$ cat config.mk
export PLATFORM = sky130hd
export DESIGN_NAME = signed_char_formatter
export DESIGN_NICKNAME = d
export VERILOG_FILES = /design/src/rtl/seg_char_pkg.sv /design/src/rtl/dd_digit_adj.sv /design/src/rtl/signed_char_formatter.sv
export SDC_FILE = /design/constraint.sdc
export NUM_CORES = 1
export LEC_CHECK = 0
export CAP_MARGIN = 10
export CORE_MARGIN = 1
export CORE_UTILIZATION = 59
export DETAILED_ROUTE_END_ITERATION = 10
export PLACE_DENSITY_LB_ADDON = 0.2
export SETUP_SLACK_MARGIN = 0.05
export SYNTH_ARGS = -nofsm -noshare
export SYNTH_HDL_FRONTEND = slang
export SYNTH_HIERARCHICAL = 1
export SYNTH_SLANG_ARGS = --single-unit
$ cat constraint.sdc
create_clock -name clk -period 5.3 [get_ports clk]
set_input_delay 1.06 -clock clk [delete_from_list [all_inputs] [get_ports clk]]
set_output_delay 1.06 -clock clk [all_outputs]
set_load 0.01 [all_outputs]
$ cat src/rtl/seg_char_pkg.sv
// Character codes and conversion FSM states shared by the formatter and the anode/multiplex stage.
package seg_char_pkg;

    localparam logic [3:0] CH_MINUS = 4'd10;
    localparam logic [3:0] CH_F     = 4'd11;
    localparam logic [3:0] CH_BLANK = 4'd12;

    typedef enum logic [1:0] {
        IDLE   = 2'd0,
        SHIFT  = 2'd1,
        FORMAT = 2'd2
    } fmt_state_e;

endpackage

$ cat src/rtl/dd_digit_adj.sv
// Double-dabble digit correction: a BCD digit of 5 or more gets +3 so the next left shift carries correctly.
module dd_digit_adj (
    input  logic [3:0] d_i,
    output logic [3:0] d_o
);

    assign d_o = (d_i >= 4'd5) ? d_i + 4'd3 : d_i;

endmodule

$ cat src/rtl/signed_char_formatter.sv
// Signed binary -> four display character codes via iterative double-dabble; done follows start by IN_W+2 cycles.
// start is only accepted in IDLE (including the done cycle); requests while busy are dropped, char outputs hold between conversions.
module signed_char_formatter
    import seg_char_pkg::*;
#(
    parameter int IN_W  = 16,
    parameter int BCD_N = 5
) (
    input  logic            clk,
    input  logic            reset,
    input  logic            start,
    input  logic [IN_W-1:0] value,
    output logic            busy,
    output logic            done,
    output logic [3:0]      char3,
    output logic [3:0]      char2,
    output logic [3:0]      char1,
    output logic [3:0]      char0
);

    localparam int BCD_W = 4 * BCD_N;
    localparam int CNT_W = $clog2(IN_W);

    fmt_state_e       state_q, state_d;
    logic [IN_W-1:0]  mag_q, mag_d;
    logic [BCD_W-1:0] bcd_q, bcd_d;
    logic [BCD_W-1:0] bcd_adj;
    logic [CNT_W-1:0] cnt_q, cnt_d;
    logic             neg_q, neg_d;
    logic             done_q, done_d;
    logic [3:0][3:0]  chars_q, chars_d;
    logic [3:0][3:0]  fmt;

    for (genvar k = 0; k < BCD_N; k++) begin : g_adj
        dd_digit_adj u_adj (
            .d_i (bcd_q[4*k +: 4]),
            .d_o (bcd_adj[4*k +: 4])
        );
    end

    // Range check and leading-zero blanking on the finished BCD result.
    logic [3:0] d3, d2, d1, d0;
    logic       upper_nz;
    logic       in_range;

    always_comb begin
        fmt      = '0;
        d0       = bcd_q[3:0];
        d1       = bcd_q[7:4];
        d2       = bcd_q[11:8];
        d3       = bcd_q[15:12];
        upper_nz = |bcd_q[BCD_W-1:16];
        in_range = neg_q ? (!upper_nz && d3 == 4'd0) : !upper_nz;
        if (!in_range) begin
            fmt = {4{CH_F}};
        end else if (neg_q) begin
            fmt[3] = CH_MINUS;
            fmt[2] = (d2 != 4'd0) ? d2 : CH_BLANK;
            fmt[1] = (d2 != 4'd0 || d1 != 4'd0) ? d1 : CH_BLANK;
            fmt[0] = d0;
        end else begin
            fmt[3] = (d3 != 4'd0) ? d3 : CH_BLANK;
            fmt[2] = (d3 != 4'd0 || d2 != 4'd0) ? d2 : CH_BLANK;
            fmt[1] = (d3 != 4'd0 || d2 != 4'd0 || d1 != 4'd0) ? d1 : CH_BLANK;
            fmt[0] = d0;
        end
    end

    always_comb begin
        state_d = state_q;
        mag_d   = mag_q;
        bcd_d   = bcd_q;
        cnt_d   = cnt_q;
        neg_d   = neg_q;
        done_d  = 1'b0;
        chars_d = chars_q;
        case (state_q)
            IDLE: begin
                if (start) begin
                    neg_d   = value[IN_W-1];
                    // Two's-complement negate; the most negative value maps to its true magnitude.
                    mag_d   = value[IN_W-1] ? (~value + IN_W'(1)) : value;
                    bcd_d   = '0;
                    cnt_d   = '0;
                    state_d = SHIFT;
                end
            end
            SHIFT: begin
                bcd_d = BCD_W'({bcd_adj, mag_q[IN_W-1]});
                mag_d = mag_q << 1;
                cnt_d = cnt_q + 1'b1;
                if (cnt_q == CNT_W'(IN_W - 1)) begin
                    state_d = FORMAT;
                end
            end
            FORMAT: begin
                chars_d = fmt;
                done_d  = 1'b1;
                state_d = IDLE;
            end
            default: state_d = IDLE;
        endcase
    end

    always_ff @(posedge clk) begin
        if (reset) begin
            state_q <= IDLE;
            mag_q   <= '0;
            bcd_q   <= '0;
            cnt_q   <= '0;
            neg_q   <= 1'b0;
            done_q  <= 1'b0;
            chars_q <= {4{CH_BLANK}};
        end else begin
            state_q <= state_d;
            mag_q   <= mag_d;
            bcd_q   <= bcd_d;
            cnt_q   <= cnt_d;
            neg_q   <= neg_d;
            done_q  <= done_d;
            chars_q <= chars_d;
        end
    end

    assign busy  = (state_q != IDLE);
    assign done  = done_q;
    assign char3 = chars_q[3];
    assign char2 = chars_q[2];
    assign char1 = chars_q[1];
    assign char0 = chars_q[0];

endmodule

# Yosys cells after proc, flatten, opt, wreduce, memory -nomap -nowiden
# Index checks and enable logic that the tools add are counted.
[word_totals] register_bits=60 inputBits=19 out_inout_bits=18 wordCells=68
[op_classes] add_sub_neg=7 magnitude_cmp=5 eq_ne=5 mux=24 bitwise=1 n_reduce_logical=16
[op_table] cell="$mux 16" n=4
[op_table] cell="$mux 4" n=10
[op_table] cell="$pmux 20 s2" n=1
[op_table] cell="$pmux 16 s2" n=1
[op_table] cell="$ge 4x3->1 const B" n=5
[op_table] cell="$mux 20" n=1
[op_table] cell="$add 16x1->16 const B" n=1
[op_table] cell="$add 4x2->4 const B" n=4
[op_table] cell="$not 16->16" n=1
[op_table] cell="$reduce_bool 4->1" n=3
[op_table] cell="$pmux 4 s2" n=1
[op_table] cell="$reduce_and 2->1" n=3
[op_table] cell="$add 4x1->4 const B" n=1
[op_table] cell="$eq 4x4->1 const B" n=1
[op_table] cell="$logic_not 4->1" n=1
[op_table] cell="$mux 2" n=2
[op_table] cell="$ne 2x2->1 const B" n=2
[op_table] cell="$pmux 2 s2" n=1
[op_table] cell="$reduce_bool 2->1" n=2
[op_table] cell="$reduce_or 4->1" n=1
[op_table] cell="$add 3x2->3 const B" n=1
[op_table] cell="$logic_or 1x1->1" n=3
[op_table] cell="$mux 3" n=1
[op_table] cell="$eq 2x1->1 const B" n=1
[op_table] cell="other kinds (5)" n=6

# Longest topological paths before layout
# Gate-level depths: netlist (run 1).
[logic_depth] depth_word=6 ltp_mapped=6 depth_no_buf=6

# Modules after synthesis
# Netlist (run 1), hierarchy kept.
[modules_own_cells] module="signed_char_formatter" instances=1 cells_each=261 area_each_um2=2491.1 seq_area_each_um2=1201.2
[modules_own_cells] module="dd_digit_adj" instances=5 cells_each=16 area_each_um2=101.3 seq_area_each_um2=0.0

# Worst setup path after synthesis (run 1)
# Ideal clock, no wire load.
[synth_timing] path_kind="input-to-reg" startpoint="input port value[0]" endpoint="register mag_q[14]" setup_ns=0.134 t_arrival_ns=2.370 t_required_ns=5.166 setup_slack_ns=2.796 cell_stages=6 n_path_buf=0 path_cell_list="inv_1 ha_1 or4b_4 o41ai_2 xor2_1 o22ai_1"
[synth_via] elab_chain_cells=5
[synth_lines] item="start: declaration" line_no="signed_char_formatter.sv:12" source="input logic [IN_W-1:0] value,"
[synth_lines] item="$not 16->16" line_no="signed_char_formatter.sv:82" source="mag_d = value[IN_W-1] ? (~value + IN_W'(1)) : value;"
[synth_lines] item="$add 16x1->16" line_no="signed_char_formatter.sv:82"
[synth_lines] item="$mux 16" line_no="signed_char_formatter.sv:82"
[synth_lines] item="$mux 16" line_no="signed_char_formatter.sv:79" source="if (start) begin"
[synth_lines] item="$pmux 16 s2" line_no="signed_char_formatter.sv:77" source="case (state_q)"
[synth_lines] item="end signal: assignment" line_no="signed_char_formatter.sv:116" source="mag_q <= mag_d;"
[synth_lines] item="end: declaration" line_no="signed_char_formatter.sv:25" source="logic [IN_W-1:0] mag_q, mag_d;"
# Every way passes these cells. The select of a mux whose other input is x is not followed.
# A chain may end at the register's enable or synchronous reset.

# Worst setup path after layout (run 1)
[layout_timing] startpoint="input port start" endpoint="register mag_q[13]"
[layout_via] elab_chain_cells=2
[layout_lines] item="start: declaration" line_no="signed_char_formatter.sv:11" source="input logic start,"
[layout_lines] item="$ne 2x2->1 (no line)"
[layout_lines] item="$reduce_and 2->1 (no line)"
# Every way passes these cells.

==> flow_metrics.env, run 1 <==
export IMPL_clk_pin_slew_ns=0.06
export IMPL_cts_root_buf="clkbuf_8"
export IMPL_arrival_ns=3.02
export IMPL_holdBufCountCts=0
export IMPL_rows=25
export IMPL_hp_class="flop to flop"
export IMPL_fin_skew_ns=0.00685
export IMPL_clock_sinks=60
export IMPL_cts_inserted_buffers=9
export IMPL_end_kind="flop"
export IMPL_fin_area_mm2=0.00355
export IMPL_fin_util=0.743
export IMPL_slew_violations=0
export IMPL_antenna_found_initial=0
export IMPL_cp_max_fo=15
export IMPL_dr_total_vias=2564
export IMPL_yosysWarningCount=6
export IMPL_hold_violations=0
export IMPL_grt_pass1_wl_um=10900
export IMPL_grt_remaining_overflow=0
export IMPL_syn_avg_cell_area_um2=8.84
export IMPL_rsz0062_at_grt="false"
export IMPL_antennaDiodeCount=0
export IMPL_syn_inst=337
export IMPL_crit_type="input pin to flop"
export IMPL_die_w_um=73.0
export IMPL_core_area_mm2=0.00479
export IMPL_insertion_delay_ns=0.33
export IMPL_post_drt_via_cell_ratio=5.81
export IMPL_powerDensity_mw_per_mm2=259
export IMPL_grt_max_degree=22
export IMPL_dieArea_mm2=0.00534
export IMPL_fin_crit_sh=0.525
export IMPL_max_freq_ghz=0.359
export IMPL_max_vdd_ir_drop_mv=0.197
export IMPL_layout_drive_gt1_share=0.0882
export IMPL_portBuffers=36
export IMPL_dr_pass1_iters=4
export IMPL_setup_tns_ns=0
export IMPL_fin_nets=401
export IMPL_place_ws_ns=2.16
export IMPL_dp_cells=426
export IMPL_slew_headroom=0.375
export IMPL_postCtsResizedCells=0
export IMPL_fillers=387
export IMPL_setup_viol=0
export IMPL_cts_max_level=3
export IMPL_stdcell_count=441
export IMPL_clockBufferDepth=2
export IMPL_drc=0
export IMPL_gr_usage_all_layers=0.269
export IMPL_drtAntennaViolNets=0
export IMPL_cts_tree="yes"
export IMPL_place_detailed_hpwl_um=4540
export IMPL_drt_iter0_drc=147
export IMPL_initial_utilization=0.622
export IMPL_max_cap_violations=0
export IMPL_wirelength_um=6470
export IMPL_worstMarginPinSlew_ns=0.936
export IMPL_layout_min_cycle_time_ns=2.78
export IMPL_synth_nets=368
export IMPL_leakagePower_uw=0.00137
export IMPL_postCtsSetupBuffers=0
export IMPL_gp_congestion=0.834
export IMPL_io_pins=37
export IMPL_die_height_um=73.0
export IMPL_grt_pass1_vias=2388
export IMPL_syn2layout_area_growth_pct=19.4
export IMPL_wl_per_cell_um=14.7
export IMPL_start_kind="input pin"
export IMPL_placed_area_mm2=0.00339
export IMPL_fin_ws_ns=2.52
export IMPL_cp_required_ns=5.53
export IMPL_status="completed"
export IMPL_syn_area_mm2=0.00298
==> per-stage QoR <==
stage	power [µW]	hold slack, ns
4_1_cts	925	0.457
3_3_place_gp	569	0.459
5_1_grt	951	0.509
6_report	921	0.458
3_5_place_dp	571	0.449
2_1_floorplan	536	0.429
==> worst paths after layout <==
path | slack [ns] | to | cells after the start | from
max | 2.52 | mag_q[13] | 5 | start
min | 0.46 | mag_q[0] | 2 | mag_q[0]
max reg2reg | 2.85 | char2[3] | 4 | state_q[1]
min reg2reg | 0.46 | mag_q[0] | 2 | mag_q[0]
==> cell usage in the layout (no fill, tap or decap), types with 2 or more instances in the layout <==
master and count:
xor2_1 9, a222oi_1 2, a22o_1 21, ha_1 12, xnor2_1 7, buf_4 4
nor2b_1 2, inv_1 15, a22oi_1 14, a21oi_1 10, o41ai_2 4, o21bai_1 2
a21oi_2 5, dfxtp_1 60, nor3_1 9, or2_2 2, nand3_1 3, clkbuf_8 11
nor3b_1 2, clkdlybuf4s50_1 36, o21ai_1 18, or3_1 3, clkinv_2 2, nand4_1 2
o22ai_1 5, o21a_1 2, nand2b_1 16, nand2_1 27, clkbuf_1 2, nor2_1 31
o41ai_1 2, mux2i_1 6, nor4_1 4, o21ai_0 6, o32ai_1 2, nor2b_2 2
==> sequential cells by signal, summed over array words and instances, names as in the netlist <==
signal   flops
bcd_q       20
mag_q       16
char0        4
char1        4
char2        4
char3        4
cnt_q        4
state_q      2
done         1
neg_q        1
==> final cells by class <==
type	count	area, µm²	share of cell area
clock buffer	13	159	0.0447
clock inverter	2	10.0	0.00282
inverter	15	56.3	0.0158
multi-input combinational	244	1650	0.465
sequential	60	1200	0.338
tap	67	83.8	0.0236
timing repair buffer	40	390	0.110
==> worst max-delay path, cell delays in order <==
cell and delay, ns:
clkdlybuf4s50_1 0.48, nor3b_1 0.46, nand2b_1 0.48, a2111o_1 0.44, o311ai_1 0.09
==> report_power, final <==
group	total, µW	internal, µW	switching [µW]
sequential	473	464	9.21
combinational	89.9	39.9	50.1
clock	358	191	167
total	921	695	226
==> layer usage <==
metal / track usage / up-vias / part of all wire
li1: - / 1282 / -
met1: 0.325 / 1204 / 0.44
met2: 0.455 / 63 / 0.49
met3: 0.0511 / 15 / 0.042
met4: 0.135 / 0 / 0.025
met5: 0 / - / 0
Power figures use the tool's default switching activity.
==> run 2, diff against run 1 <==
CORE_UTILIZATION = 55   (was 59)
clock period = 2.7 ns   (was 5.3 ns; I/O delays follow)
==> run 2 against run 1 <==
  * Clock power is 150% higher
  * Cell area is 2.1% higher
  * Global-route usage is 2.6 points lower
  * Flip-flop and latch count stayed put
  * Sequential power is 96% higher
  * Die area is 7.1% higher
  * Clock skew is 0.0024 ns higher
  * Sequential share of layout area is 0.69 points lower
  * Non-clock buffer count is 3 higher
  * Routed wire length is 4.5% lower
  * Register-to-register slack worse by 2.2 ns
==> flow_metrics.env, run 2 (synthesized netlist as in run 1, its figures left out) <==
export IMPL_insertion_delay_ns=0.34
export IMPL_fillers=413
export IMPL_clock_sinks=60
export IMPL_drc=0
export IMPL_crit_path_max_incr_delay_ns=0.52
export IMPL_stdcell_count=448
export IMPL_layout_common_cells="dfxtp_1 (60), clkdlybuf4s50_1 (36), nor2_1 (31)"
export IMPL_dieArea_mm2=0.00571
export IMPL_layout_min_cycle_time_ns=2.20
export IMPL_gr_usage_all_layers=0.243
export IMPL_antenna_found_initial=0
export IMPL_io_pins=37
export IMPL_crit_type="input pin to flop"
export IMPL_dr_pass1_iters=5
export IMPL_fin_skew_ns=0.00921
export IMPL_dr_total_vias=2609
export IMPL_setup_viol=0
export IMPL_drt_iter0_drc=166
export IMPL_die_height_um=75.6
export IMPL_fin_ws_ns=0.497
export IMPL_die_w_um=75.6
export IMPL_setup_tns_ns=0
export IMPL_antennaDiodeCount=0
export IMPL_min_path_cells=2
export IMPL_grt_pass1_wl_um=10400
export IMPL_holdBufCountCts=0
export IMPL_arrival_ns=2.41
export IMPL_cp_max_fo=5
export IMPL_powerDensity_mw_per_mm2=547
export IMPL_grt_pass1_vias=2339
export IMPL_fin_crit_sh=0.816
export IMPL_core_area_mm2=0.00517
export IMPL_postCtsResizedCells=0
export IMPL_layout_drive_gt1_share=0.101
export IMPL_cts_max_level=3
export IMPL_drtAntennaViolNets=0
export IMPL_post_drt_via_cell_ratio=5.82
export IMPL_hp_class="flop to flop"
export IMPL_start_kind="input pin"
export IMPL_reg_top3="bcd_q (20), mag_q (16)"
export IMPL_clockBufferDepth=2
export IMPL_cts_tree="yes"
export IMPL_max_cap_violations=0
export IMPL_worstMarginPinSlew_ns=1.17
export IMPL_clk_pin_slew_ns=0.07
export IMPL_final_common_cell="dfxtp_1"
export IMPL_grt_remaining_overflow=0
export IMPL_leakagePower_uw=0.00141
export IMPL_wl_per_cell_um=13.8
export IMPL_grt_max_degree=29
export IMPL_cp_required_ns=2.91
export IMPL_rows=26
export IMPL_r2r_slack_ns=0.68
export IMPL_largest_register_ffs=20
export IMPL_place_detailed_hpwl_um=4260
export IMPL_max_vdd_ir_drop_mv=0.341
export IMPL_worstPathCellList="clkdlybuf4s50_1, inv_1, ha_1, or4b_4, o41ai_2, xor2_1, o22ai_1"
export IMPL_slew_headroom=0.215
export IMPL_cts_inserted_buffers=9
export IMPL_timing_reg2reg_worst_path_depth=4
export IMPL_largest_register="bcd_q"
export IMPL_dp_cells=432
export IMPL_syn2layout_area_growth_pct=21.8
export IMPL_status="completed"
export IMPL_rsz0062_at_grt="false"
export IMPL_initial_utilization=0.576
export IMPL_multi_input_area_mm2=0.00165
export IMPL_postCtsSetupBuffers=0
export IMPL_gp_congestion=0.771
export IMPL_portBuffers=36
export IMPL_slew_violations=0
export IMPL_crit_slowest_cell="or4b_4"
export IMPL_placed_area_mm2=0.00341
export IMPL_end_kind="flop"
export IMPL_max_freq_ghz=0.454
export IMPL_fin_nets=404
export IMPL_min_to="mag_q[0]"
export IMPL_cts_root_buf="clkbuf_8"
export IMPL_place_ws_ns=0.145
export IMPL_r2r_end="mag_q[11]"
export IMPL_hp_start="mag_q[0]"
export IMPL_r2r_start="state_q[0]"
export IMPL_hold_violations=0
export IMPL_fin_area_mm2=0.00363
export IMPL_regArea_mm2=0.00120
export IMPL_wirelength_um=6180
[run 2: cell count changes in the layout (fill, tap and decap cells not counted), sizes merged]
cell | before | now
clkinv | 2 | 3
buf | 4 | 7
clkbuf | 13 | 11
bufinv | 0 | 2
[run 2: critical path: cells and delay by family]
family / cells / cell delay (ns)
AO/OA/AOI/OAI: 2 / 0.47
XOR/XNOR: 1 / 0.19
adder cells (fa/ha/maj): 1 / 0.19
buffers and inverters: 2 / 0.50
AND/OR/NAND/NOR: 1 / 0.52
[run 2: worst max path at each step]
stage / from / slack (ns) / cells after the start / endpoint
after floorplan: value[0] / 0.72 / 6 / mag_q[14]
after global placement: value[0] / 0.19 / 7 / mag_q[14]
after detailed placement: value[0] / 0.15 / 7 / mag_q[14]
after CTS: value[0] / 0.50 / 7 / mag_q[14]
after global routing: value[0] / 0.36 / 7 / mag_q[14]
final: value[0] / 0.50 / 7 / mag_q[14]
[run 2: power breakdown]
part	internal, µW	switching (µW)	total (µW)
Clock	540	340	880
Sequential	910	17.6	927
Combinational	81.5	95.4	177
Total	1530	453	1980
[run 2: metrics by stage]
step / hold WS [ns] / total power (µW) / util
3_3_place_gp: 0.439 / 1120 / 0.660
5_1_grt: 0.491 / 2050 / 0.702
2_1_floorplan: 0.429 / 1050 / -
3_5_place_dp: 0.454 / 1120 / 0.660
6_report: 0.466 / 1980 / 0.702
4_1_cts: 0.464 / 2000 / 0.702
[run 2: layout make-up]
cell class / count / share of cell area
clock buffer: 11 / 0.0390
clock inverter: 5 / 0.0207
inverter: 15 / 0.0155
multi-input combinational: 244 / 0.456
sequential: 60 / 0.331
tap: 70 / 0.0241
timing repair buffer: 43 / 0.114
[run 2: per-layer routing]
metal	global-route usage	routed length, µm
met5	0	0
met4	0.121	133
met3	0.0423	258
met2	0.429	3100
met1	0.283	2690
==> run 3, diff against run 2 <==
clock period = 2.09 ns   (was 2.7 ns; I/O delays follow)
==> run 3 against run 2 <==
  * Clock power grew 15%
  * Die area is the same
  * Sequential share of layout area shrank 1.4 points
  * Setup slack lost 0.37 ns
  * Register-to-register slack lost 0.45 ns
  * Combinational power grew 46%
  * Non-clock buffer count grew 20
  * Critical path type is now flop to primary output
  * Largest cell class unchanged
==> flow_metrics.env, run 3 (synthesized netlist as in run 1, its figures left out) <==
export IMPL_place_detailed_hpwl_um=4610
export IMPL_r2r_end="char2[3]"
export IMPL_grt_pass1_vias=2369
export IMPL_crit_type="flop to primary output"
export IMPL_largest_register_ffs=20
export IMPL_wirelength_um=6380
export IMPL_syn2layout_area_growth_pct=27.1
export IMPL_post_drt_via_cell_ratio=5.68
export IMPL_reg_top3="bcd_q (20), mag_q (16)"
export IMPL_cp_required_ns=1.67
export IMPL_dieArea_mm2=0.00571
export IMPL_largest_register="bcd_q"
export IMPL_powerDensity_mw_per_mm2=652
export IMPL_fin_area_mm2=0.00379
export IMPL_antenna_found_initial=0
export IMPL_drc=0
export IMPL_routed_top_layer="met4"
export IMPL_hp_class="flop to flop"
export IMPL_cts_root_buf="clkbuf_8"
export IMPL_cts_tree="yes"
export IMPL_timing_reg2reg_worst_path_depth=5
export IMPL_io_pins=37
export IMPL_leakagePower_uw=0.00153
export IMPL_final_common_cell="dfxtp_1"
export IMPL_grt_remaining_overflow=0
export IMPL_slew_headroom=0.534
export IMPL_clk_pin_slew_ns=0.06
export IMPL_max_cap_violations=0
export IMPL_insertion_delay_ns=0.33
export IMPL_arrival_ns=1.54
export IMPL_cts_inserted_buffers=9
export IMPL_cp_max_fo=7
export IMPL_gr_usage_all_layers=0.248
export IMPL_dr_total_vias=2659
export IMPL_grt_pass1_wl_um=10500
export IMPL_drt_met1_wl_um=2750
export IMPL_dr_wl_met2_um=3230
export IMPL_status="completed"
export IMPL_end_kind="primary output"
export IMPL_drt_iter0_drc=141
export IMPL_hold_violations=0
export IMPL_fin_skew_ns=0.00601
export IMPL_wl_met3_um=243
export IMPL_layout_drive_gt1_share=0.151
export IMPL_dr_pass1_iters=4
export IMPL_antennaDiodeCount=0
export IMPL_worstMarginPinSlew_ns=0.697
export IMPL_fin_nets=424
export IMPL_clockBufferDepth=2
export IMPL_setup_viol=0
export IMPL_drtAntennaViolNets=0
export IMPL_fin_crit_sh=0.938
export IMPL_wl_per_cell_um=13.6
export IMPL_start_kind="flop"
export IMPL_layout_common_cells="dfxtp_1 (60), clkdlybuf4s50_1 (34), nor2_1 (31)"
export IMPL_holdBufCountCts=0
export IMPL_die_height_um=75.6
export IMPL_max_vdd_ir_drop_mv=0.360
export IMPL_portBuffers=36
export IMPL_r2r_start="bcd_q[12]"
export IMPL_die_w_um=75.6
export IMPL_grt_max_degree=29
export IMPL_postCtsSetupBuffers=0
export IMPL_rsz0062_at_grt="false"
export IMPL_initial_utilization=0.576
export IMPL_startpoint="state_q[1]"
export IMPL_layout_min_cycle_time_ns=1.96
export IMPL_clock_sinks=60
export IMPL_hold_ws_ns=0.461
export IMPL_gp_congestion=0.784
export IMPL_placed_area_mm2=0.00356
export IMPL_crit_path_end="busy"
export IMPL_max_freq_ghz=0.510
export IMPL_rows=26
export IMPL_slew_violations=0
export IMPL_cts_max_level=3
export IMPL_core_area_mm2=0.00517
export IMPL_r2r_slack_ns=0.23
[run 3: cell types whose count changed in the layout (fill, tap and decap cells not counted), sizes merged]
cell,previous run,this run
clkbuf,11,16
bufinv,2,0
dlymetal6s2s,0,2
clkinv,3,0
buf,7,27
clkdlybuf4s50,36,34
[run 3: layout make-up]
cell class	instances	area [µm²]
multi-input combinational	244	1670
inverter	15	56.3
fill	387	1390
clock buffer	16	200
timing repair buffer	63	568
tap	70	87.6
sequential	60	1200
[run 3: metal layers]
metal  track usage  up-vias
li1              -     1331
met1         0.277     1241
met2         0.445       73
met3        0.0450       14
met4         0.136        0
met5             0        -
[run 3: critical path: stages, from the launching register on]
cell and delay [ns]:
dfxtp_1 0.31, buf_4 0.15, or2_2 0.28, clkdlybuf4s50_1 0.47
[run 3: worst min-delay path by stage]
stage | from | endpoint | slack [ns] | depth (start not counted)
after floorplan | mag_q[0] | mag_q[0] | 0.43 | 2
after global placement | mag_q[0] | mag_q[0] | 0.45 | 2
after detailed placement | mag_q[0] | mag_q[0] | 0.45 | 2
after CTS | mag_q[0] | mag_q[0] | 0.46 | 2
after global routing | mag_q[0] | mag_q[0] | 0.50 | 2
final | mag_q[0] | mag_q[0] | 0.46 | 2
[run 3: power breakdown]
| group | internal, µW | switching, µW | total, µW |
|---|---|---|---|
| sequential | 1180 | 23.6 | 1200 |
| combinational | 127 | 132 | 259 |
| clock | 594 | 418 | 1010 |
| total | 1900 | 573 | 2470 |
[run 3: repair_timing]
action | in CTS | in global routing
resized for setup | 1 | 6
endpoints found under the setup margin | 6 | 4
pin swaps | 0 | 3
[run 3: through the flow]
| step | instances | utilization | total power, µW | TNS (ns) | worst slack (ns) |
|---|---|---|---|---|---|
| after global routing | 468 | 0.732 | 2550 | 0 | 0.0798 |
| after CTS | 468 | 0.728 | 2480 | 0 | 0.0616 |
| after floorplan | 337 | - | 1360 | 0 | 0.228 |
| final | 468 | 0.732 | 2470 | 0 | 0.130 |
| after detailed placement | 452 | 0.689 | 1480 | -3.52 | -0.289 |
| after global placement | 452 | 0.689 | 1470 | -2.53 | -0.234 |
